==> config.mk <==
export PLATFORM = sky130hd
export DESIGN_NAME = ntt_poly_mult_driver
export DESIGN_NICKNAME = d
export VERILOG_FILES = /design/src/rtl/ntt_poly_mult_driver.sv
export SDC_FILE = /design/constraint.sdc
export NUM_CORES = 1
export LEC_CHECK = 0
export BUFFER_PORTS_ARGS = -buffer_cell sky130_fd_sc_hd__buf_2
export CORE_MARGIN = 10
export CORE_UTILIZATION = 48
export DETAILED_ROUTE_END_ITERATION = 10
export PLACE_DENSITY = 0.86
export SLEW_MARGIN = 40
export SYNTH_ARGS = -nofsm -noshare
export SYNTH_HDL_FRONTEND = slang
export SYNTH_SLANG_ARGS = --single-unit
==> constraint.sdc <==
create_clock -name clk -period 2.9 [get_ports clk]
set_input_delay 0.725 -clock clk [delete_from_list [all_inputs] [get_ports clk]]
set_output_delay 0.725 -clock clk [all_outputs]
set_load 0.05 [all_outputs]
==> src/rtl/ntt_poly_mult_driver.sv <==
// ntt_poly_mult_driver
// Host-side initiator for the NTT polynomial multiplier. Streams A[0..N-1] then
// B[0..N-1] from a valid/ready input into the multiplier load port. It then holds
// mult_start while the multiplier runs, reads the N result coefficients back, and
// presents them on a valid/ready output stream.
//
// Ports
//   clk, rst          clock, synchronous active-high reset
//   s_valid/s_ready   input coefficient handshake, s_data coefficient in [0,Q)
//   m_valid/m_ready   output coefficient handshake, m_data result, m_last on N-1
//   busy              high while the FSM is out of idle
//   op_done           one-cycle pulse once the multiplier has released done
//   mult_load_*       load strobe/select(0=A,1=B)/address/data to the multiplier
//   mult_start        level start, held through the whole readback
//   mult_done         multiplier done (level), mult_busy multiplier busy
//   mult_read_addr    result read address (0 outside readback)
//   mult_read_data    result read data, valid READ_LATENCY cycles after the address
//
// Optional feature: define NTT_DRV_CENTER_EN to emit results as centered signed
// values (r > (Q-1)/2 ? r - Q : r) in WIDTH-bit two's complement.

module ntt_poly_mult_driver #(
  parameter int N            = 256,
  parameter int WIDTH        = 32,
  parameter int Q            = 8380417,
  parameter int ADDR_WIDTH   = 8,
  parameter int READ_LATENCY = 0
) (
  input  logic                  clk,
  input  logic                  rst,
  input  logic                  s_valid,
  output logic                  s_ready,
  input  logic [WIDTH-1:0]      s_data,
  output logic                  m_valid,
  input  logic                  m_ready,
  output logic [WIDTH-1:0]      m_data,
  output logic                  m_last,
  output logic                  busy,
  output logic                  op_done,
  output logic                  mult_load_coeff,
  output logic                  mult_load_sel,
  output logic [ADDR_WIDTH-1:0] mult_load_addr,
  output logic [WIDTH-1:0]      mult_load_data,
  output logic                  mult_start,
  input  logic                  mult_done,
  input  logic                  mult_busy,
  output logic [ADDR_WIDTH-1:0] mult_read_addr,
  input  logic [WIDTH-1:0]      mult_read_data
);

  typedef enum logic [3:0] {
    S_IDLE, S_LOAD_A, S_LOAD_B, S_START, S_WAIT,
    S_RD_ADDR, S_RD_WAIT, S_OUT, S_RELEASE
  } state_t;

  localparam int IW = ADDR_WIDTH + 1;
  localparam logic [IW-1:0]    LAST_IDX = IW'(N - 1);
  localparam logic [1:0]       LAT_LAST = 2'((READ_LATENCY > 0) ? READ_LATENCY - 1 : 0);
  localparam logic [WIDTH-1:0] Q_W      = WIDTH'(Q);
  localparam logic [WIDTH-1:0] HALF_Q   = WIDTH'((Q - 1) / 2);
`ifdef NTT_DRV_CENTER_EN
  localparam bit CENTER_EN = 1'b1;
`else
  localparam bit CENTER_EN = 1'b0;
`endif

  state_t          state, next_state;
  logic [IW-1:0]   index;
  logic [1:0]      lat_cnt;
  logic            s_fire, m_fire, idx_last, capture;
  logic [WIDTH-1:0] result;

  // In idle, input is held off until the multiplier itself is idle again, which
  // also covers the case where this driver was reset mid-run.
  assign s_ready = (state == S_IDLE) ? (!mult_busy && !mult_done)
                                     : (state == S_LOAD_A || state == S_LOAD_B);
  assign s_fire   = s_valid && s_ready;
  assign m_fire   = m_valid && m_ready;
  assign idx_last = (index == LAST_IDX);

  // Start is decoded from the state register; S_START is a one-cycle spacer so
  // the start level never overlaps the final B load beat.
  assign mult_start = (state == S_WAIT) || (state == S_RD_ADDR) ||
                      (state == S_RD_WAIT) || (state == S_OUT);
  assign busy = (state != S_IDLE);
  assign mult_read_addr = (state == S_RD_ADDR || state == S_RD_WAIT) ?
                          index[ADDR_WIDTH-1:0] : '0;

  // Two's-complement wrap of r - Q gives the negative centered value directly.
  assign result = (CENTER_EN && (mult_read_data > HALF_Q)) ? (mult_read_data - Q_W)
                                                          : mult_read_data;

  // Read data is captured once the configured read latency has elapsed.
  always_comb begin
    capture = 1'b0;
    if (READ_LATENCY == 0) capture = (state == S_RD_ADDR);
    else                   capture = (state == S_RD_WAIT) && (lat_cnt == LAT_LAST);
  end

  // State register.
  always_ff @(posedge clk) begin
    if (rst) state <= S_IDLE;
    else     state <= next_state;
  end

  // Next-state logic.
  always_comb begin
    next_state = state;
    unique case (state)
      S_IDLE:    if (s_fire) next_state = S_LOAD_A;
      S_LOAD_A:  if (s_fire && idx_last) next_state = S_LOAD_B;
      S_LOAD_B:  if (s_fire && idx_last) next_state = S_START;
      S_START:   next_state = S_WAIT;
      S_WAIT:    if (mult_done) next_state = S_RD_ADDR;
      S_RD_ADDR: next_state = (READ_LATENCY == 0) ? S_OUT : S_RD_WAIT;
      S_RD_WAIT: if (lat_cnt == LAT_LAST) next_state = S_OUT;
      S_OUT:     if (m_fire) next_state = m_last ? S_RELEASE : S_RD_ADDR;
      S_RELEASE: if (!mult_done) next_state = S_IDLE;
      default:   next_state = S_IDLE;
    endcase
  end

  // Datapath: load beats, index/latency counters, output register, op_done.
  // The idle handshake is beat A[0], so the load index resumes at 1 in S_LOAD_A;
  // the index is back at 0 whenever a load phase or the readback completes.
  always_ff @(posedge clk) begin
    if (rst) begin
      index           <= '0;
      lat_cnt         <= '0;
      mult_load_coeff <= 1'b0;
      mult_load_sel   <= 1'b0;
      mult_load_addr  <= '0;
      mult_load_data  <= '0;
      m_valid         <= 1'b0;
      m_data          <= '0;
      m_last          <= 1'b0;
      op_done         <= 1'b0;
    end else begin
      mult_load_coeff <= 1'b0;
      op_done         <= (state == S_RELEASE) && !mult_done;

      if (s_fire) begin
        mult_load_coeff <= 1'b1;
        mult_load_sel   <= (state == S_LOAD_B);
        mult_load_addr  <= (state == S_IDLE) ? '0 : index[ADDR_WIDTH-1:0];
        mult_load_data  <= s_data;
      end

      if (state == S_IDLE)
        index <= s_fire ? IW'(1) : '0;
      else if ((state == S_LOAD_A || state == S_LOAD_B) && s_fire)
        index <= idx_last ? '0 : index + 1'b1;
      else if (state == S_OUT && m_fire)
        index <= m_last ? '0 : index + 1'b1;

      lat_cnt <= (state == S_RD_WAIT) ? lat_cnt + 1'b1 : '0;

      if (capture) begin
        m_valid <= 1'b1;
        m_data  <= result;
        m_last  <= idx_last;
      end else if (m_fire) begin
        m_valid <= 1'b0;
        m_last  <= 1'b0;
      end
    end
  end

endmodule
==> impl_metrics.toml <==
[outcome]
outcome = "complete, no violations"

[logic_synthesis]
synth-seq-cells = 92
synth.largest_area_cell = "dfxtp_1"
synthCells = 473
yosys.cell_types.count = 50
synth_area_mm2 = 0.00377
yosysTopAreaCellShare_pct = 48.8
synth_enable_flop_cells = 0
syn_avg_cell_area_um2 = 7.97
ys_seq_area_share_pct = 48.8
synth_nets = 547
yosys-top-cells-area = "dfxtp_1 (49%), nand2_1 (15%), a21oi_1 (11%), nand3_1 (2.0%), buf_2 (1.6%)"
ys.flop_type = "dfxtp_1"
synthArstFlopShare_pct = 0
yosys_warnings = 0

[die]
dieHeight_um = 109
start_util_pct = 49.1
rows = 32
core_mm2 = 0.00769
dieWidth_um = 109
io_pins = 158
die_area_mm2 = 0.0118

[critical_path]
rr_startpoint = "index[0]$_SDFFE_PP0P_"
worstPathRequired_ns = 2.17
crit_arrival_ns = 1.98
startpoint = "state[2]$_SDFFE_PP0P_"
crit_type = "register to primary output"
setup.worst_path.start_class = "register"
slowest_delay_ns = 0.49
cp_cell_sequence = "or2b_4, a21oi_1, and2_1, buf_2"
cp-end-kind = "primary output"
slowest_stage = "dfxtp_2"
critical_path.max_fanout = 14

[final_layout]
fillerInstances = 705
final_common_cell = "buf_2"
final_cell_mix = "buf_2 (157), nand2_1 (150), dfxtp_1 (91)"
syn_to_final_growth_pct = 29.0
design_area_mm2 = 0.00486
stdcell_count = 729
final_nets = 696
drive_gt1_share_pct = 32.2
antennaDiodeCount = 0

[cts]
cts_root_buf = "clkbuf_8"
clock_latency_ns = 0.36
clkTransAtPathRegs_ns = 0.10
cts_made_buffers = 9
cts_tree = "built"
htree_num_levels = 3
clock-sinks = 92
hold_buffers = 0
clock_path_buffers = 2

[grt]
top_usage_layer = "met2"
use_met3_pct = 8.08
grt_pass1_vias = 3706
grt.total_usage_pct = 17.6
gr-total-overflow = 0
grt_use_met1_pct = 18.6
grt_max_degree = 49
grt_pass1_wl_mm = 17.0
use_met2_pct = 30.5
antenna_found_initial = 0

[job]
max_cap_viol_count = 0

[power]
ir_worst_vdd_mv = 0.361
power_density_mw_per_mm2 = 516
p_leak_nw = 2.17

[detailed_routing]
num_vias = 3744
wl_per_cell_um = 14.7
drtPass1Iterations = 4
drcViolationCount = 0
ant_nets = 0
drt-vias-per-instance = 5.14
drt-total-wl_mm = 10.7
drtIter0Drc = 143

[placed_design]
gp_congestion = 0.890
hpwlAfterDp_mm = 8.19
place_area_mm2 = 0.00465
port_buffers = 157
dp.cells = 713

[sta]
tightest_slew_ns = 0.645
fin_worst_skew_ns = 0.0134
fmax_mhz = 370
post-route-period-util_pct = 93.2
whs_ns = 0.443
finalSetupViolCount = 0
fin_crit_ns = 2.70
slew_headroom_pct = 56.8
hold_viol_final = 0
final-max-slew-violation-count = 0
rsz0062_at_grt = "no"
setup_tns_ns = 0

[hold_path]
hold_path_class = "register to register"
hp-start = "lat_cnt[0]$_SDFF_PP0_"
## power breakdown
group	internal [mW]	switching, mW
clock	0.419	0.500
combinational	0.0939	0.198
sequential	1.29	0.0119
total	1.80	0.710
## logic make-up after synthesis
logic type / after synthesis / synth area share [%]
multiplexers: 2 / 0.663
AO/OA/AOI/OAI: 108 / 17.0
AND/OR/NAND/NOR: 228 / 27.4
adder cells (fa/ha/maj): 5 / 1.59
flip-flops: 92 / 48.8
buffers and inverters: 38 / 4.58
## stage by stage
| stage | setup slack, ns | utilization, % | total power, mW |
|---|---|---|---|
| floorplan | 0.498 | - | 1.52 |
| global placement | 0.487 | 60.5 | 1.61 |
| CTS | 0.0113 | 63.3 | 2.53 |
| finish | 0.196 | 63.3 | 2.51 |
| detailed placement | 0.411 | 60.5 | 1.62 |
| global route | 0.00655 | 63.3 | 2.61 |
## state kept, by name, indices dropped and copies added, names as in the netlist
register / cells
mult_load_sel: 1
lat_cnt: 2
m_last: 1
mult_load_coeff: 1
op_done: 1
m_valid: 1
mult_load_data: 32
m_data: 32
index: 9
mult_load_addr: 8
state: 4
## cells in the mapped netlist (3+ instances only)
library cell and n:
nand2_1 150, nand2b_1 7, o21ai_0 4, or2_2 3, dfxtp_1 92, nand3b_1 4
a21oi_1 80, and2_1 8, nand4b_1 3, buf_2 12, and3_1 7, nand3_1 15
inv_1 7, nor2_1 13, ha_1 4, a21o_1 3, nor3_1 4, nor4_1 3
clkbuf_1 15, a31oi_1 6
## area by class of cell
cell class | instances | area, µm² | share of cell area, %
well taps | 102 | 128 | 2.62
clock inverters | 7 | 91.3 | 1.88
inverters | 8 | 30.0 | 0.617
clock buffers | 9 | 124 | 2.55
repair buffers | 168 | 881 | 18.1
flip-flops and latches | 92 | 1840 | 37.9
multi-input cells | 343 | 1770 | 36.3
## worst paths after layout
path | endpoint | slack, ns | cells after the start
worst max-delay path | mult_read_addr[6] | 0.20 | 4
worst min-delay path | lat_cnt[0]$_SDFF_PP0_ | 0.44 | 1
worst max register to register | state[0]$_SDFFE_PP0P_ | 0.39 | 10
worst min register to register | lat_cnt[0]$_SDFF_PP0_ | 0.44 | 1
## per-layer routing
layer	share of wire (%)	wire length (µm)
met5	0	0
met4	2.0	215
met3	9.4	1010
met2	52	5570
met1	37	3950
## critical path: cells and delay by family (launching register included)
family	cells	cell delay [ns]
AOI/OAI and AO/OA	1	0.34
DFF	1	0.49
buffers and inverters	1	0.26
and+or+nand+nor	2	0.52
## what timing repair did
item,CTS,global route
endpoints found under the setup margin,0,8
setup buffers,0,0
resized for setup,0,1
Power figures use the tool's default switching activity.
